===== config.mk =====
export PLATFORM = sky130hd
export DESIGN_NAME = regfile_wb_arbiter_flat
export DESIGN_NICKNAME = d
export VERILOG_FILES = /design/src/rtl/regfile_wb_arbiter_if.sv /design/src/rtl/regfile_wb_arbiter.sv /design/src/flat_wrapper.sv
export SDC_FILE = /design/constraint.sdc
export NUM_CORES = 1
export LEC_CHECK = 0
export CAP_MARGIN = 20
export CORE_ASPECT_RATIO = 0.7
export CORE_MARGIN = 2
export CORE_UTILIZATION = 25
export DETAILED_ROUTE_END_ITERATION = 8
export DONT_BUFFER_PORTS = 1
export SYNTH_ARGS = -nofsm -noshare
export SYNTH_HDL_FRONTEND = slang
export SYNTH_SLANG_ARGS = --single-unit

===== constraint.sdc =====
create_clock -name clk -period 4.65 [get_ports clk]
set_input_delay 0.93 -clock clk [delete_from_list [all_inputs] [get_ports clk]]
set_output_delay 0.93 -clock clk [all_outputs]
set_load 0.01 [all_outputs]

===== src/rtl/regfile_wb_arbiter_if.sv =====
// ---------------------------------------------------------------------------
// regfile_wb_arbiter_if
//  Bundle of the write-back arbiter's bus signals.
//  Source A : a_valid/a_addr/a_data in, a_ready out   (ALU results, priority)
//  Source B : b_valid/b_addr/b_data in, b_ready out   (load/multi-cycle, FIFO)
//  Regfile  : wa3/wd3/we3 out                         (registered write port)
//  Hazard   : busy_mask out (bit n = write to Xn pending), fifo_count out
//  slave  modport : arbiter side
//  master modport : producer / consumer side
// ---------------------------------------------------------------------------
interface regfile_wb_arbiter_if #(
   parameter int W  = 64,
   parameter int AW = 5
);
   logic          a_valid;
   logic          a_ready;
   logic [AW-1:0] a_addr;
   logic [W-1:0]  a_data;

   logic          b_valid;
   logic          b_ready;
   logic [AW-1:0] b_addr;
   logic [W-1:0]  b_data;

   logic [AW-1:0] wa3;
   logic [W-1:0]  wd3;
   logic          we3;

   logic [31:0]   busy_mask;
   logic [AW:0]   fifo_count;

   modport slave (
      input  a_valid, a_addr, a_data,
      input  b_valid, b_addr, b_data,
      output a_ready, b_ready,
      output wa3, wd3, we3,
      output busy_mask, fifo_count
   );

   modport master (
      output a_valid, a_addr, a_data,
      output b_valid, b_addr, b_data,
      input  a_ready, b_ready,
      input  wa3, wd3, we3,
      input  busy_mask, fifo_count
   );
endinterface


===== src/rtl/regfile_wb_arbiter.sv =====
// ---------------------------------------------------------------------------
// regfile_wb_arbiter
//  Merges ALU results (source A) and buffered load results (source B) onto
//  the single 64-bit register file write port.
//  Ports:
//   clk    : clock, posedge
//   reset  : asynchronous, active-low
//   bus    : regfile_wb_arbiter_if.slave (A/B handshakes, wa3/wd3/we3,
//            busy_mask, fifo_count)
//  Behaviour summary:
//   - A owns the write slot whenever its destination has no pending write.
//   - Otherwise the FIFO head (B) owns the slot.
//   - Writes to X31 are accepted and silently dropped.
//   - busy_mask covers every queued B entry plus the output stage, so a
//     younger A write never overtakes an older write to the same register.
// ---------------------------------------------------------------------------
module regfile_wb_arbiter #(
   parameter int DEPTH = 4,
   parameter int W     = 64,
   parameter int AW    = 5
) (
   input  logic                 clk,
   input  logic                 reset,
   regfile_wb_arbiter_if.slave  bus
);
   localparam int PW = $clog2(DEPTH) + 1;   // pointer width incl. wrap bit
   localparam int IW = PW - 1;              // storage index width
   localparam int CW = AW + 1;              // fifo_count width
   localparam logic [AW-1:0] XZR = '1;

   // FIFO storage and pointers
   logic [AW-1:0] mem_addr [DEPTH];
   logic [W-1:0]  mem_data [DEPTH];
   logic [PW-1:0] wr_ptr, rd_ptr, count;
   logic          full, empty;

   // output stage
   logic          we3_q;
   logic [AW-1:0] wa3_q;
   logic [W-1:0]  wd3_q;

   // arbitration
   logic          a_x31, b_x31;
   logic          a_elig, a_slot;
   logic          push, pop;
   logic [31:0]   fifo_busy, busy;
   logic [IW-1:0] scan_idx;

   assign count = wr_ptr - rd_ptr;
   assign full  = (count == PW'(DEPTH));
   assign empty = (count == '0);

   // busy mask: every live FIFO entry plus the write currently on the port.
   // Bit 31 is masked off as a safety net; X31 never enters either source.
   always_comb begin
      fifo_busy = '0;
      scan_idx  = '0;
      for (int k = 0; k < DEPTH; k++) begin
         scan_idx = rd_ptr[IW-1:0] + IW'(k);
         if (PW'(k) < count)
            fifo_busy = fifo_busy | (32'd1 << mem_addr[scan_idx]);
      end
      busy = fifo_busy;
      if (we3_q)
         busy = busy | (32'd1 << wa3_q);
      busy[31] = 1'b0;
   end

   assign a_x31  = (bus.a_addr == XZR);
   assign b_x31  = (bus.b_addr == XZR);
   assign a_elig = bus.a_valid && !busy[bus.a_addr];
   // an X31 A write is accepted but leaves the slot free for the FIFO
   assign a_slot = a_elig && !a_x31;
   assign pop    = !a_slot && !empty;
   assign push   = bus.b_valid && !full && !b_x31;

   assign bus.a_ready    = a_elig;
   assign bus.b_ready    = !full;
   assign bus.busy_mask  = busy;
   assign bus.fifo_count = CW'(count);
   assign bus.we3        = we3_q;
   assign bus.wa3        = wa3_q;
   assign bus.wd3        = wd3_q;

   // pointers: same-cycle push and pop both advance, count unchanged
   always_ff @(posedge clk or negedge reset) begin
      if (!reset) begin
         wr_ptr <= '0;
         rd_ptr <= '0;
      end else begin
         if (push) wr_ptr <= wr_ptr + 1'b1;
         if (pop)  rd_ptr <= rd_ptr + 1'b1;
      end
   end

   // storage needs no reset; liveness is tracked by the pointers
   always_ff @(posedge clk) begin
      if (push) begin
         mem_addr[wr_ptr[IW-1:0]] <= bus.b_addr;
         mem_data[wr_ptr[IW-1:0]] <= bus.b_data;
      end
   end

   // output stage: one-cycle write pulse; addr/data hold when idle
   always_ff @(posedge clk or negedge reset) begin
      if (!reset) begin
         we3_q <= 1'b0;
         wa3_q <= '0;
         wd3_q <= '0;
      end else begin
         we3_q <= a_slot || pop;
         if (a_slot) begin
            wa3_q <= bus.a_addr;
            wd3_q <= bus.a_data;
         end else if (pop) begin
            wa3_q <= mem_addr[rd_ptr[IW-1:0]];
            wd3_q <= mem_data[rd_ptr[IW-1:0]];
         end
      end
   end
endmodule


===== src/flat_wrapper.sv =====
// flat-port wrapper written by rule: the top's interface ports become plain ports
module regfile_wb_arbiter_flat 
#(
   parameter int DEPTH = 4,
   parameter int W     = 64,
   parameter int AW    = 5
)
  (clk, reset, bus_a_valid, bus_a_addr, bus_a_data, bus_b_valid, bus_b_addr, bus_b_data, bus_a_ready, bus_b_ready, bus_wa3, bus_wd3, bus_we3, bus_busy_mask, bus_fifo_count);
  regfile_wb_arbiter_if #(.W(W), .AW(AW)) bus_i ();
  input  logic clk;
  input  logic reset;
  input wire logic [$bits(bus_i.a_valid)-1:0] bus_a_valid;
  input wire logic [$bits(bus_i.a_addr)-1:0] bus_a_addr;
  input wire logic [$bits(bus_i.a_data)-1:0] bus_a_data;
  input wire logic [$bits(bus_i.b_valid)-1:0] bus_b_valid;
  input wire logic [$bits(bus_i.b_addr)-1:0] bus_b_addr;
  input wire logic [$bits(bus_i.b_data)-1:0] bus_b_data;
  output wire logic [$bits(bus_i.a_ready)-1:0] bus_a_ready;
  output wire logic [$bits(bus_i.b_ready)-1:0] bus_b_ready;
  output wire logic [$bits(bus_i.wa3)-1:0] bus_wa3;
  output wire logic [$bits(bus_i.wd3)-1:0] bus_wd3;
  output wire logic [$bits(bus_i.we3)-1:0] bus_we3;
  output wire logic [$bits(bus_i.busy_mask)-1:0] bus_busy_mask;
  output wire logic [$bits(bus_i.fifo_count)-1:0] bus_fifo_count;
  assign bus_i.a_valid = bus_a_valid;
  assign bus_i.a_addr = bus_a_addr;
  assign bus_i.a_data = bus_a_data;
  assign bus_i.b_valid = bus_b_valid;
  assign bus_i.b_addr = bus_b_addr;
  assign bus_i.b_data = bus_b_data;
  assign bus_a_ready = bus_i.a_ready;
  assign bus_b_ready = bus_i.b_ready;
  assign bus_wa3 = bus_i.wa3;
  assign bus_wd3 = bus_i.wd3;
  assign bus_we3 = bus_i.we3;
  assign bus_busy_mask = bus_i.busy_mask;
  assign bus_fifo_count = bus_i.fifo_count;
  regfile_wb_arbiter #(.DEPTH(DEPTH), .W(W), .AW(AW)) u_core (.clk(clk), .reset(reset), .bus(bus_i));
endmodule

==> out/metrics.cfg <==
[synth]
syn_area_um2 = 16800
synth_top_cell_area_share_pct = 49.4
avgSynthCellArea_um2 = 14.5
yosysUniqueCellTypes = 77
synth_cells = 1154
yosysTopAreaCell = edfxtp_1
ys.flop_type = edfxtp_1
async_reset_ff_share_pct = 21.6
yosys-top-cells-area = edfxtp_1 49%, dfrtp_1 11%, mux4_2 11%
yosysSeqAreaShare_pct = 60.7
synth-warning-count = 0
synth-edff-count = 276
ys_seq_elements = 352

[grt]
grt_start_max_net_pins = 77
antenna_found_initial = 4
grt.total_usage_pct = 14.1
grt_pass1_vias = 10401
grt_pass1_wl_mm = 71.5
grt-ovfl-total = 0

[hold_path]
min_path_type = input pin to asynchronous set/reset pin

[job]
maxCapViolations = 0

[die]
start_util_pct = 25.3
die_w_um = 314
io_pins = 252
row_count = 79
dieArea_um2 = 69300
core_um2 = 66400
dieHeight_um = 221

[timing]
slew_headroom_pct = 31.2
rsz0062_at_grt = true
clock.fmax_mhz = 205
maxSlewViolCount = 0
period_share_pct = 105
worst_slack_ns = -0.220
period_needed_ns = 4.87
setup_violations = 1
worstMarginPinSlew_ns = 1.03
tns_ns = -0.220
hold_violations = 0
clock_skew_ns = 0.0216

[routing]
vias = 10547
viasPerCell = 4.87
routed_wl_mm = 50.3
first_iter_violations = 934
remaining_drc_errors = 0
final_antenna_net_count = 0
first_pass_iters = 5
avgRoutedWirePerCell_um = 23.2

[setup_path]
cp.arrival_ns = 3.94
critPathRequiredTime_ns = 3.72
cp-start-kind = register
end_kind = output port
criticalPathCategory = register to output port
crit_fanout = 9

[clock_network]
cts_tree = yes
clkTransAtPathRegs_ns = 0.06
clock_sinks = 352
clk_latency_ns = 0.55
numCtsBuffers = 38
root_buffer = clkbuf_16
cts_buffer_depth = 3
cts_max_level = 2
holdBufCountCts = 0

[pwr]
power_density_nw_per_um2 = 898
power_mw = 17.9
ir_drop_mv = 0.404
p_leak_nw = 7.35

[outcome]
status = finished, violations left
failed_checks = negative setup slack

[placed_design]
dp_slack_ns = -0.0769
place_congestion = 0.955
dpl.hpwl_mm = 36.0
io_buffers = 0

[layout]
syn_to_final_growth_pct = 18.9
final_cell_mix = 276 x edfxtp_1, 244 x nand2_1, 106 x buf_4
final_common_cell = edfxtp_1
final_layout_size_suffix_gt1_share_pct = 30.1
fin_nets = 1390

## worst max-delay path, cell delays in order, from the launching register on
cell and delay, ns:
dfrtp_4 0.52, ha_4 0.18, fa_2 0.34, xnor3_2 0.31
buf_12 0.13, inv_2 0.09, buf_4 0.18, and2_2 0.22
a31oi_1 0.29, nand4_1 0.29, o22ai_2 0.28, a211oi_2 0.07
nor2_2 0.16, and3_4 0.23, buf_4 0.12
## synthesized netlist by cell type, types with 5 or more instances
master,count
or2_2,5
nor2_1,34
mux4_2,84
nand3b_1,7
o211ai_1,9
a211o_1,7
and3_1,9
mux2_4,67
inv_1,7
buf_12,8
nor2b_1,20
nor3b_1,7
and2_1,8
dfrtp_1,76
ha_1,6
buf_1,10
a31oi_1,11
clkbuf_1,44
nand4_1,22
a211oi_1,6
nand3_1,40
nand4b_1,8
nand2b_1,14
edfxtp_1,276
nor3_1,7
and3b_1,5
nand2_1,245
buf_2,8
o22ai_1,8
a22oi_1,8
a21oi_1,8
## layer usage
layer / part of all wire [%] / vias up / track usage [%] / wire [um]
li1: - / 4602 / - / -
met1: 44 / 5396 / 19.5 / 22100
met2: 43 / 480 / 20.6 / 21600
met3: 11 / 69 / 5.75 / 5700
met4: 1.7 / 0 / 3.16 / 839
met5: 0 / - / 0 / 0
## timing repair
item	CTS	global route
pin swaps	15	5
gates resized for setup	23	10
setup endpoints to repair	1	1
setup buffers	9	8
## logic make-up (layout without fill, tap and decap cells)
kind of cell	Yosys count	after routing	synth area share [%]
and+or+nand+nor	454	454	13.2
DFF	352	352	60.7
muxes	155	155	17.5
AOI/OAI and AO/OA	94	94	4.61
buffers and inverters	87	201	3.05
adders and majority gates	7	7	0.567
xor gates and xnor gates	4	4	0.291
other	1	9	0.0223
## power breakdown
part | internal [mW] | switching, mW
Sequential | 4.45 | 0.627
Clock | 1.82 | 1.21
Combinational | 4.20 | 5.61
Total | 10.5 | 7.45
## path summary, 6_finish.rpt
kind,endpoint,depth (start not counted),startpoint,slack [ns]
setup / recovery,bus_a_ready,14,u_core.rd_ptr[0],-0.22
hold / removal,u_core.bus.wd3[30],0,reset,0.08
setup reg to reg,u_core.bus.wd3[1],16,u_core.rd_ptr[0],0.35
hold reg to reg,u_core.wr_ptr[2],1,u_core.wr_ptr[2],0.57
max in group asynchronous,u_core.bus.wa3[0],0,reset,4.39
min in group clk,u_core.mem_data[3][48],0,bus_b_data[48],0.48
## state kept, by name, indices dropped and copies added, names as in the netlist
signal and flops:
u_core.mem_addr 20, u_core.bus.wd3 64, u_core.mem_data 256, u_core.bus.we3 1, u_core.wr_ptr 3, u_core.bus.wa3 5, u_core.rd_ptr 3
## per-stage QoR
step / cells / hold slack (ns) / utilization, % / instance area, um2
floorplan: 1157 / 0.504 / - / 16800
finish: 2167 / 0.0817 / 30.0 / 20000
CTS: 2154 / 0.0389 / 29.9 / 19800
detailed placement: 2075 / 0.549 / 27.7 / 18400
global route: 2162 / 0.0478 / 30.0 / 19900
global placement: 2075 / 0.552 / 27.7 / 18400
## cell type report
| class | instances | area, um2 |
|---|---|---|
| Timing Repair Buffer | 122 | 1080 |
| Sequential cell | 352 | 10200 |
| Tap cell | 891 | 1110 |
| Inverter | 9 | 33.8 |
| Antenna cell | 5 | 12.5 |
| Clock inverter | 15 | 175 |
| Fill cell | 6628 | 46500 |
| Clock buffer | 55 | 1100 |
| Multi-Input combinational cell | 718 | 6240 |
No activity file was read; power rests on OpenSTA's default activity.
